## config.mk

```make
export PLATFORM = sky130hd
export DESIGN_NAME = tetris_grid_store
export DESIGN_NICKNAME = d
export VERILOG_FILES = /design/src/rtl/tetris_grid_store.sv
export SDC_FILE = /design/constraint.sdc
export NUM_CORES = 1
export LEC_CHECK = 0
export CORE_ASPECT_RATIO = 0.5
export CORE_MARGIN = 1
export CORE_UTILIZATION = 40
export CTS_BUF_LIST = sky130_fd_sc_hd__clkbuf_4 sky130_fd_sc_hd__clkbuf_8
export DETAILED_ROUTE_END_ITERATION = 16
export GPL_TIMING_DRIVEN = 0
export PLACE_DENSITY = 0.63
export SYNTH_ARGS = -nofsm -noshare
export SYNTH_HDL_FRONTEND = slang
export SYNTH_SLANG_ARGS = --single-unit
export TNS_END_PERCENT = 5
```

## constraint.sdc

```tcl
create_clock -name clock -period 1.85 [get_ports clock]
set_input_delay 0.185 -clock clock [delete_from_list [all_inputs] [get_ports clock]]
set_output_delay 0.185 -clock clock [all_outputs]
set_load 0.05 [all_outputs]
```

## src/rtl/tetris_grid_store.sv

```systemverilog
// Playfield occupancy memory: registered row reads, IDLE-only row writes, and an autonomous
// full-row clear pass that compacts rows downward. Define GRID_SCORE_EN to build the lines_total accumulator.
module tetris_grid_store #(
  parameter int ROWS   = 16,
  parameter int COLS   = 8,
  parameter int ADDR_W = 4,
  parameter int CNT_W  = 5
) (
  input  logic              clock,
  input  logic              reset,
  input  logic [ADDR_W-1:0] row_addr,
  input  logic              wr_en,
  input  logic [COLS-1:0]   wr_data,
  output logic [COLS-1:0]   rd_data,
  input  logic              clear_req,
  output logic              busy,
  output logic              clear_done,
  output logic [CNT_W-1:0]  cleared_count,
  output logic [ROWS-1:0]   full_row_mask,
  output logic [15:0]       lines_total,
  output logic [1:0]        dbg_state
);

  typedef enum logic [1:0] {IDLE = 2'd0, SCAN = 2'd1, SHIFT = 2'd2, DONE = 2'd3} state_e;

  localparam logic [ADDR_W-1:0] LAST_ROW = ADDR_W'(ROWS - 1);

  state_e             state_q, state_d;
  logic [COLS-1:0]    grid_q [ROWS];
  logic [COLS-1:0]    grid_d [ROWS];
  logic [ADDR_W-1:0]  ptr_q, ptr_d;
  logic [ADDR_W-1:0]  k_q, k_d;
  logic [CNT_W-1:0]   count_q, count_d;
  logic [COLS-1:0]    rd_data_q, rd_data_d;
  logic [CNT_W-1:0]   cleared_count_q, cleared_count_d;

  always_comb begin
    for (int r = 0; r < ROWS; r++) full_row_mask[r] = &grid_q[r];
  end

  // Address decode by comparison keeps out-of-range addresses from touching the array.
  always_comb begin
    state_d         = state_q;
    grid_d          = grid_q;
    ptr_d           = ptr_q;
    k_d             = k_q;
    count_d         = count_q;
    cleared_count_d = cleared_count_q;
    rd_data_d       = '0;
    for (int r = 0; r < ROWS; r++) begin
      if (row_addr == ADDR_W'(r)) rd_data_d = grid_q[r];
      if (state_q == IDLE && wr_en && row_addr == ADDR_W'(r)) grid_d[r] = wr_data;
    end
    case (state_q)
      IDLE: begin
        if (clear_req) begin
          ptr_d   = LAST_ROW;
          count_d = '0;
          state_d = SCAN;
        end
      end
      SCAN: begin
        if (full_row_mask[ptr_q]) begin
          count_d = count_q + CNT_W'(1);
          k_d     = ptr_q;
          state_d = SHIFT;
        end else if (ptr_q == '0) begin
          state_d = DONE;
        end else begin
          ptr_d = ptr_q - ADDR_W'(1);
        end
      end
      SHIFT: begin
        // ptr stays put: the row shifted into it must be rescanned.
        if (k_q == '0) begin
          grid_d[0] = '0;
          state_d   = SCAN;
        end else begin
          for (int r = 1; r < ROWS; r++) begin
            if (k_q == ADDR_W'(r)) grid_d[r] = grid_q[r-1];
          end
          k_d = k_q - ADDR_W'(1);
        end
      end
      DONE: begin
        cleared_count_d = count_q;
        state_d         = IDLE;
      end
      default: state_d = IDLE;
    endcase
  end

  always_ff @(posedge clock or negedge reset) begin
    if (!reset) begin
      state_q         <= IDLE;
      for (int r = 0; r < ROWS; r++) grid_q[r] <= '0;
      ptr_q           <= LAST_ROW;
      k_q             <= '0;
      count_q         <= '0;
      rd_data_q       <= '0;
      cleared_count_q <= '0;
    end else begin
      state_q         <= state_d;
      grid_q          <= grid_d;
      ptr_q           <= ptr_d;
      k_q             <= k_d;
      count_q         <= count_d;
      rd_data_q       <= rd_data_d;
      cleared_count_q <= cleared_count_d;
    end
  end

`ifdef GRID_SCORE_EN
  logic [15:0] lines_total_q, lines_total_d;
  logic [16:0] lines_sum;

  always_comb begin
    lines_sum     = {1'b0, lines_total_q} + 17'(count_q);
    lines_total_d = lines_total_q;
    if (state_q == DONE) lines_total_d = lines_sum[16] ? 16'hFFFF : lines_sum[15:0];
  end

  always_ff @(posedge clock or negedge reset) begin
    if (!reset) lines_total_q <= '0;
    else        lines_total_q <= lines_total_d;
  end

  assign lines_total = lines_total_q;
`else
  assign lines_total = '0;
`endif

  assign rd_data       = rd_data_q;
  assign cleared_count = cleared_count_q;
  assign busy          = (state_q != IDLE);
  assign clear_done    = (state_q == DONE);
  assign dbg_state     = state_q;

endmodule
```

Word-level counts from Yosys, hierarchy flattened

Cells that the tools add are included.

Memories kept: 0
Flip-flop bits (word level): 156
Word-level logic and storage cells: 177
Bits in writable memories: 0
Memory bits (read-only): 0
Bits of input ports: 16
Bits in latches: 0

Equal/unequal tests: 40
Reduce and logical (&&, ||, !) cells: 44
Magnitude comparators: 1
Divide/modulo/power cells: 0
$mul: 0
Shift operators: 0
Mux-type cells: 67
Bitwise logic cells: 0
Add/sub/neg operators: 3

Operators by type and width:

| cell                  | count |
|---|---|
| $mux W8               | 48 |
| $mux W128             | 1 |
| $reduce_and A8 Y1     | 16 |
| $mux W120             | 1 |
| $eq A4 B4 Y1 const B  | 16 |
| $eq A4 B3 Y1 const B  | 8 |
| $mux W4               | 5 |
| $logic_and A1 B1 Y1   | 17 |
| $eq A4 B2 Y1 const B  | 4 |
| $pmux W4 S2           | 2 |
| $logic_not A4 Y1      | 3 |
| $ne A2 B2 Y1 const B  | 6 |
| $mux W5               | 2 |
| $pmux W5 S2           | 1 |
| $reduce_and A3 Y1     | 3 |
| $eq A4 B1 Y1 const B  | 2 |
| $mux W2               | 4 |
| $pmux W2 S4           | 1 |
| $sub A4 B1 Y4 const B | 2 |
| $reduce_bool A2 Y1    | 3 |
| $add A5 B1 Y5 const B | 1 |
| $lt A4 B5 Y1 const B  | 1 |
| $bmux W1 S4           | 1 |
| $eq A2 B2 Y1 const B  | 2 |
| 5 further kinds       | 5 |

Longest topological paths before layout

Depth in word-level cells: 17
Mapped depth: 9

Least setup slack after synthesis

No wires, ideal clock.

Kind: flip-flop to flip-flop
From: register grid_q[39] (netlist bit)
To: register count_q[4]
Cell stages (with the launch flop): 8
Required time: 1.724 ns
Path slack: -0.695 ns
Data arrival time: 2.419 ns
Path through: dfrtp_1 nand4_1 nor2_1 a211oi_1 o311ai_2 nand3_2 o311a_1 a221o_1

Longest elaborated chain between the ends: 5

Ends and longest elaborated chain:

| element                       | RTL line | text |
|---|---|---|
| start: declaration            | 29       | `logic [COLS-1:0] grid_q [ROWS];` |
| start signal: assignment      | 104      | `grid_q <= grid_d;` |
| $reduce_and A8 Y1             | 38       | `for (int r = 0; r < ROWS; r++) full_row_mask[r] = &grid_q[r];` |
| via full_row_mask[11]         | 19       | `output logic [ROWS-1:0] full_row_mask,` |
| $bmux W1 S4                   | 63       | `if (full_row_mask[ptr_q]) begin` |
| $mux W1 (implied by the code) | 63       |  |
| $ne A2 B2 Y1 (no line)        | -        |  |
| $reduce_and A3 Y1 (no line)   | -        |  |
| end signal: assignment        | 107      | `count_q <= count_d;` |
| end: declaration              | 33       | `logic [CNT_W-1:0] count_q, count_d;` |

The timed path passes the listed nets, and every way through them passes these cells. The select of a mux whose other input is x is not followed.
A chain may end at the register's enable or synchronous reset.

Final worst setup path

From: register grid_q[38] (netlist bit)
To: register count_q[4]

Longest elaborated chain between the ends: 5

Ends and longest elaborated chain:

| element                       | RTL line |
|---|---|
| $reduce_and A8 Y1             | 38 |
| $bmux W1 S4                   | 63 |
| $mux W1 (implied by the code) | 63 |
| $ne A2 B2 Y1 (no line)        | - |
| $reduce_and A3 Y1 (no line)   | - |

Every way passes these cells. The select of a mux whose other input is x is not followed.

==> impl_metrics.env <==
export IMPL_synth_edf_count=0
export IMPL_cts_tree="done"
export IMPL_ys_warnings_count=0
export IMPL_cpMaxStageDelayCell="dfrtp_1"
export IMPL_h_tree_depth=4
export IMPL_maxSlewHeadroom=0.362
export IMPL_synthArstFlopShare=1.00
export IMPL_ys_ff_latch=156
export IMPL_die_h_um=109
export IMPL_min_period_ns=2.22
export IMPL_grt_pass1_wl_um=47700
export IMPL_drv_slew=0
export IMPL_drive_gt1_frac=0.235
export IMPL_routedWlPerCell_um=22.8
export IMPL_drv_cap=0
export IMPL_total_power_w=0.0173
export IMPL_dp_cells=1323
export IMPL_netlist_cell_type_count=62
export IMPL_drtIter0Drc=810
export IMPL_vias_per_cell=6.01
export IMPL_peakVddDrop_mv=0.783
export IMPL_setup_slack_ns=-0.370
export IMPL_synth_flop_cell="dfrtp_1"
export IMPL_timing_final_crit_share=1.20
export IMPL_crit_path_end_kind="flop"
export IMPL_finalNetCount=1085
export IMPL_rows=38
export IMPL_wl_um=31300
export IMPL_ant_nets=0
export IMPL_gp_congestion=0.969
export IMPL_yosysSeqAreaShare=0.428
export IMPL_drt_pass1_iter_count=5
export IMPL_critical_path_cell_chain="nand4_1, nor2_4, a211oi_2, o311ai_4, nand3_4, o311a_1, a221o_1"
export IMPL_grt_ovfl_total=0
export IMPL_start_kind="flop"
export IMPL_critPathArrivalTime_ns=2.58
export IMPL_worstPathRequired_ns=2.21
export IMPL_die_area_um2=23500
export IMPL_numCtsBuffers=17
export IMPL_cp_buffers_inverters=0
export IMPL_status="finished with violations"
export IMPL_clock_sinks=156
export IMPL_cp_max_fo=7
export IMPL_worst_pin_slew_ns=0.957
export IMPL_violations="setup timing"
export IMPL_synth_area_um2=9140
export IMPL_dr_total_vias=8239
export IMPL_clkSlewWorstSetupHoldPaths_ns=0.08
export IMPL_finalClockSkew_ns=0.0110
export IMPL_pin_count=65
export IMPL_synth_area_top_cells="dfrtp_1 42%, mux2i_1 15%, a21oi_1 7.0%"
export IMPL_hold_slack_ns=0.250
export IMPL_die_x_um=216
export IMPL_placed_area_um2=10200
export IMPL_design_area_um2=11100
export IMPL_syn_to_final_growth_pct=21.2
export IMPL_insertion_delay_ns=0.47
export IMPL_grt_pass1_vias=7898
export IMPL_grt_max_degree=95
export IMPL_leakagePower_nw=4.19
export IMPL_root_buffer="clkbuf_8"
export IMPL_grt_usage=0.274
export IMPL_synth_cells=960
export IMPL_hold_viol=0
export IMPL_cpPeakStageDelay_ns=0.46
export IMPL_syn_avg_cell_area_um2=9.52
export IMPL_dpl_hpwl_um=22300
export IMPL_fmax_ghz=0.450
export IMPL_core_area_um2=22000
export IMPL_fin_cells=1372
export IMPL_port_buffer_count=47
export IMPL_yosysTopAreaCell="dfrtp_1"
export IMPL_critical_path_class="reg2reg"
export IMPL_drc=0
export IMPL_cellPowerDensity_nw_per_um2=1560
export IMPL_hold_path_class="in2async"
export IMPL_setup_viol=40
export IMPL_cts_path_max_buffers=2
export IMPL_synth_top_area_frac=0.416
export IMPL_rsz0062_at_grt="true"
export IMPL_critPathTopFamily="compound AO/OA/AOI/OAI gates"
export IMPL_grt_antenna_before_repair=0
export IMPL_n_antenna_cell=0
export IMPL_start_util=0.415
placed cells by master, fill, tap and decap left out, types with 6 or more instances in the layout:
| cell type | count |
|---|---|
| dfrtp_1 | 141 |
| mux2i_1 | 136 |
| a21oi_1 | 127 |
| nor2_1 | 120 |
| nand2_1 | 52 |
| buf_4 | 40 |
| nand4_1 | 38 |
| o21ai_1 | 24 |
| mux4_2 | 21 |
| clkbuf_8 | 20 |
| clkdlybuf4s50_1 | 20 |
| buf_2 | 19 |
| nor2_4 | 18 |
| clkbuf_1 | 17 |
| o21ai_0 | 17 |
| nand3_1 | 17 |
| conb_1 | 16 |
| clkbuf_2 | 11 |
| dfrtp_2 | 11 |
| nor3_1 | 10 |
| inv_1 | 9 |
| clkbuf_4 | 8 |
| buf_6 | 8 |
| nand3_2 | 8 |
| o22ai_1 | 7 |
| nor2_2 | 7 |
| nor3_2 | 7 |
| ha_1 | 7 |
| clkinvlp_4 | 6 |
| clkinv_2 | 6 |
| a31oi_1 | 6 |
| mux2_2 | 6 |
| dlygate4sd2_1 | 6 |
report_power, final:
| group | internal [W] | total, W | switching, W | leakage [nW] |
|---|---|---|---|---|
| logic | 0.00308 | 0.00814 | 0.00506 | 2.39 |
| registers | 0.00483 | 0.00664 | 0.00181 | 1.62 |
| clock network | 0.00117 | 0.00251 | 0.00134 | 0.187 |
cells by family after synthesis:
group	after synthesis	share of synthesized area
AO/OA/AOI/OAI	223	0.141
adder cells (fa/ha/maj)	10	0.0137
buffers and inverters	91	0.0467
flip-flops	156	0.428
multiplexers	165	0.210
other	1	0.000410
AND/OR/NAND/NOR	314	0.160
registers in the layout, summed over array words and instances (netlist names):
name           cells
grid_q           128
rd_data            8
cleared_count      5
count_q            5
k_q                4
ptr_q              4
dbg_state          2
worst paths after layout:
check                                                   from                      endpoint  slack, ns  cells after the start
worst max-delay path                    grid_q[38]$_DFF_PN0_        count_q[4]$_DFFE_PN0P_      -0.37                      7
worst min-delay path                                   reset         grid_q[104]$_DFF_PN0_       0.25                      2
worst max register to register          grid_q[38]$_DFF_PN0_        count_q[4]$_DFFE_PN0P_      -0.37                      7
worst min register to register  cleared_count[1]$_DFFE_PN0P_  cleared_count[1]$_DFFE_PN0P_       0.51                      1
max in group asynchronous                              reset          grid_q[47]$_DFF_PN0_       0.69                      3
min in group clock                               row_addr[2]         grid_q[121]$_DFF_PN0_       0.31                      5
per-stage QoR:
step           utilization  setup WS [ns]  setup TNS, ns
3_5_place_dp         0.462          -1.10        -107.32
2_1_floorplan            -         -0.239          -8.90
3_3_place_gp         0.460          -6.39        -999.37
6_report             0.503         -0.370          -5.08
4_1_cts              0.498         -0.309         -10.08
5_1_grt              0.503         -0.457          -9.63
what timing repair did:
| item | CTS | global route |
|---|---|---|
| endpoints found under the hold margin | 62 | 0 |
| endpoints found under the setup margin | 174 | 164 |
| hold buffers | 1 | 0 |
| gates resized for setup | 187 | 77 |
| buffers inserted | 16 | 3 |
| pin swaps | 45 | 8 |
synth_stat cells (2+ instances only):
| master | number |
|---|---|
| a2111oi_0 | 2 |
| a211oi_1 | 4 |
| a21boi_0 | 2 |
| a21oi_1 | 128 |
| a221oi_1 | 4 |
| a22o_1 | 2 |
| a2bb2oi_1 | 2 |
| a311o_1 | 2 |
| a31oi_1 | 6 |
| a41oi_1 | 2 |
| and2_1 | 4 |
| and3_1 | 3 |
| buf_1 | 8 |
| buf_2 | 12 |
| buf_4 | 18 |
| clkbuf_1 | 35 |
| dfrtp_1 | 152 |
| dfstp_2 | 4 |
| ha_1 | 10 |
| inv_1 | 14 |
| inv_2 | 2 |
| mux2_2 | 6 |
| mux2i_1 | 138 |
| mux4_2 | 21 |
| nand2_1 | 57 |
| nand2b_1 | 6 |
| nand3_1 | 29 |
| nand4_1 | 38 |
| nor2_1 | 133 |
| nor2_2 | 8 |
| nor2_4 | 4 |
| nor2b_1 | 5 |
| nor3_1 | 17 |
| nor3_2 | 2 |
| o211ai_1 | 5 |
| o21ai_0 | 41 |
| o221ai_1 | 2 |
| o22ai_1 | 7 |
| or2_2 | 2 |
metal layers:
| layer | vias to the layer above | part of all wire | track usage |
|---|---|---|---|
| met5 | - | 0 | 0 |
| met4 | 0 | 0.020 | 0.0846 |
| met3 | 50 | 0.12 | 0.101 |
| met2 | 424 | 0.43 | 0.404 |
| met1 | 4088 | 0.43 | 0.374 |
| li1 | 3677 | - | - |
area by class of cell:
class	instances	area [um2]
fill	2032	10900
multi-input combinational	728	5270
sequential	156	3920
timing repair buffer	68	593
buffer	70	460
tap	300	375
clock buffer	21	283
clock inverter	11	93.8
inverter	18	78.8
Note: power is estimated with default switching activity, not from simulation.
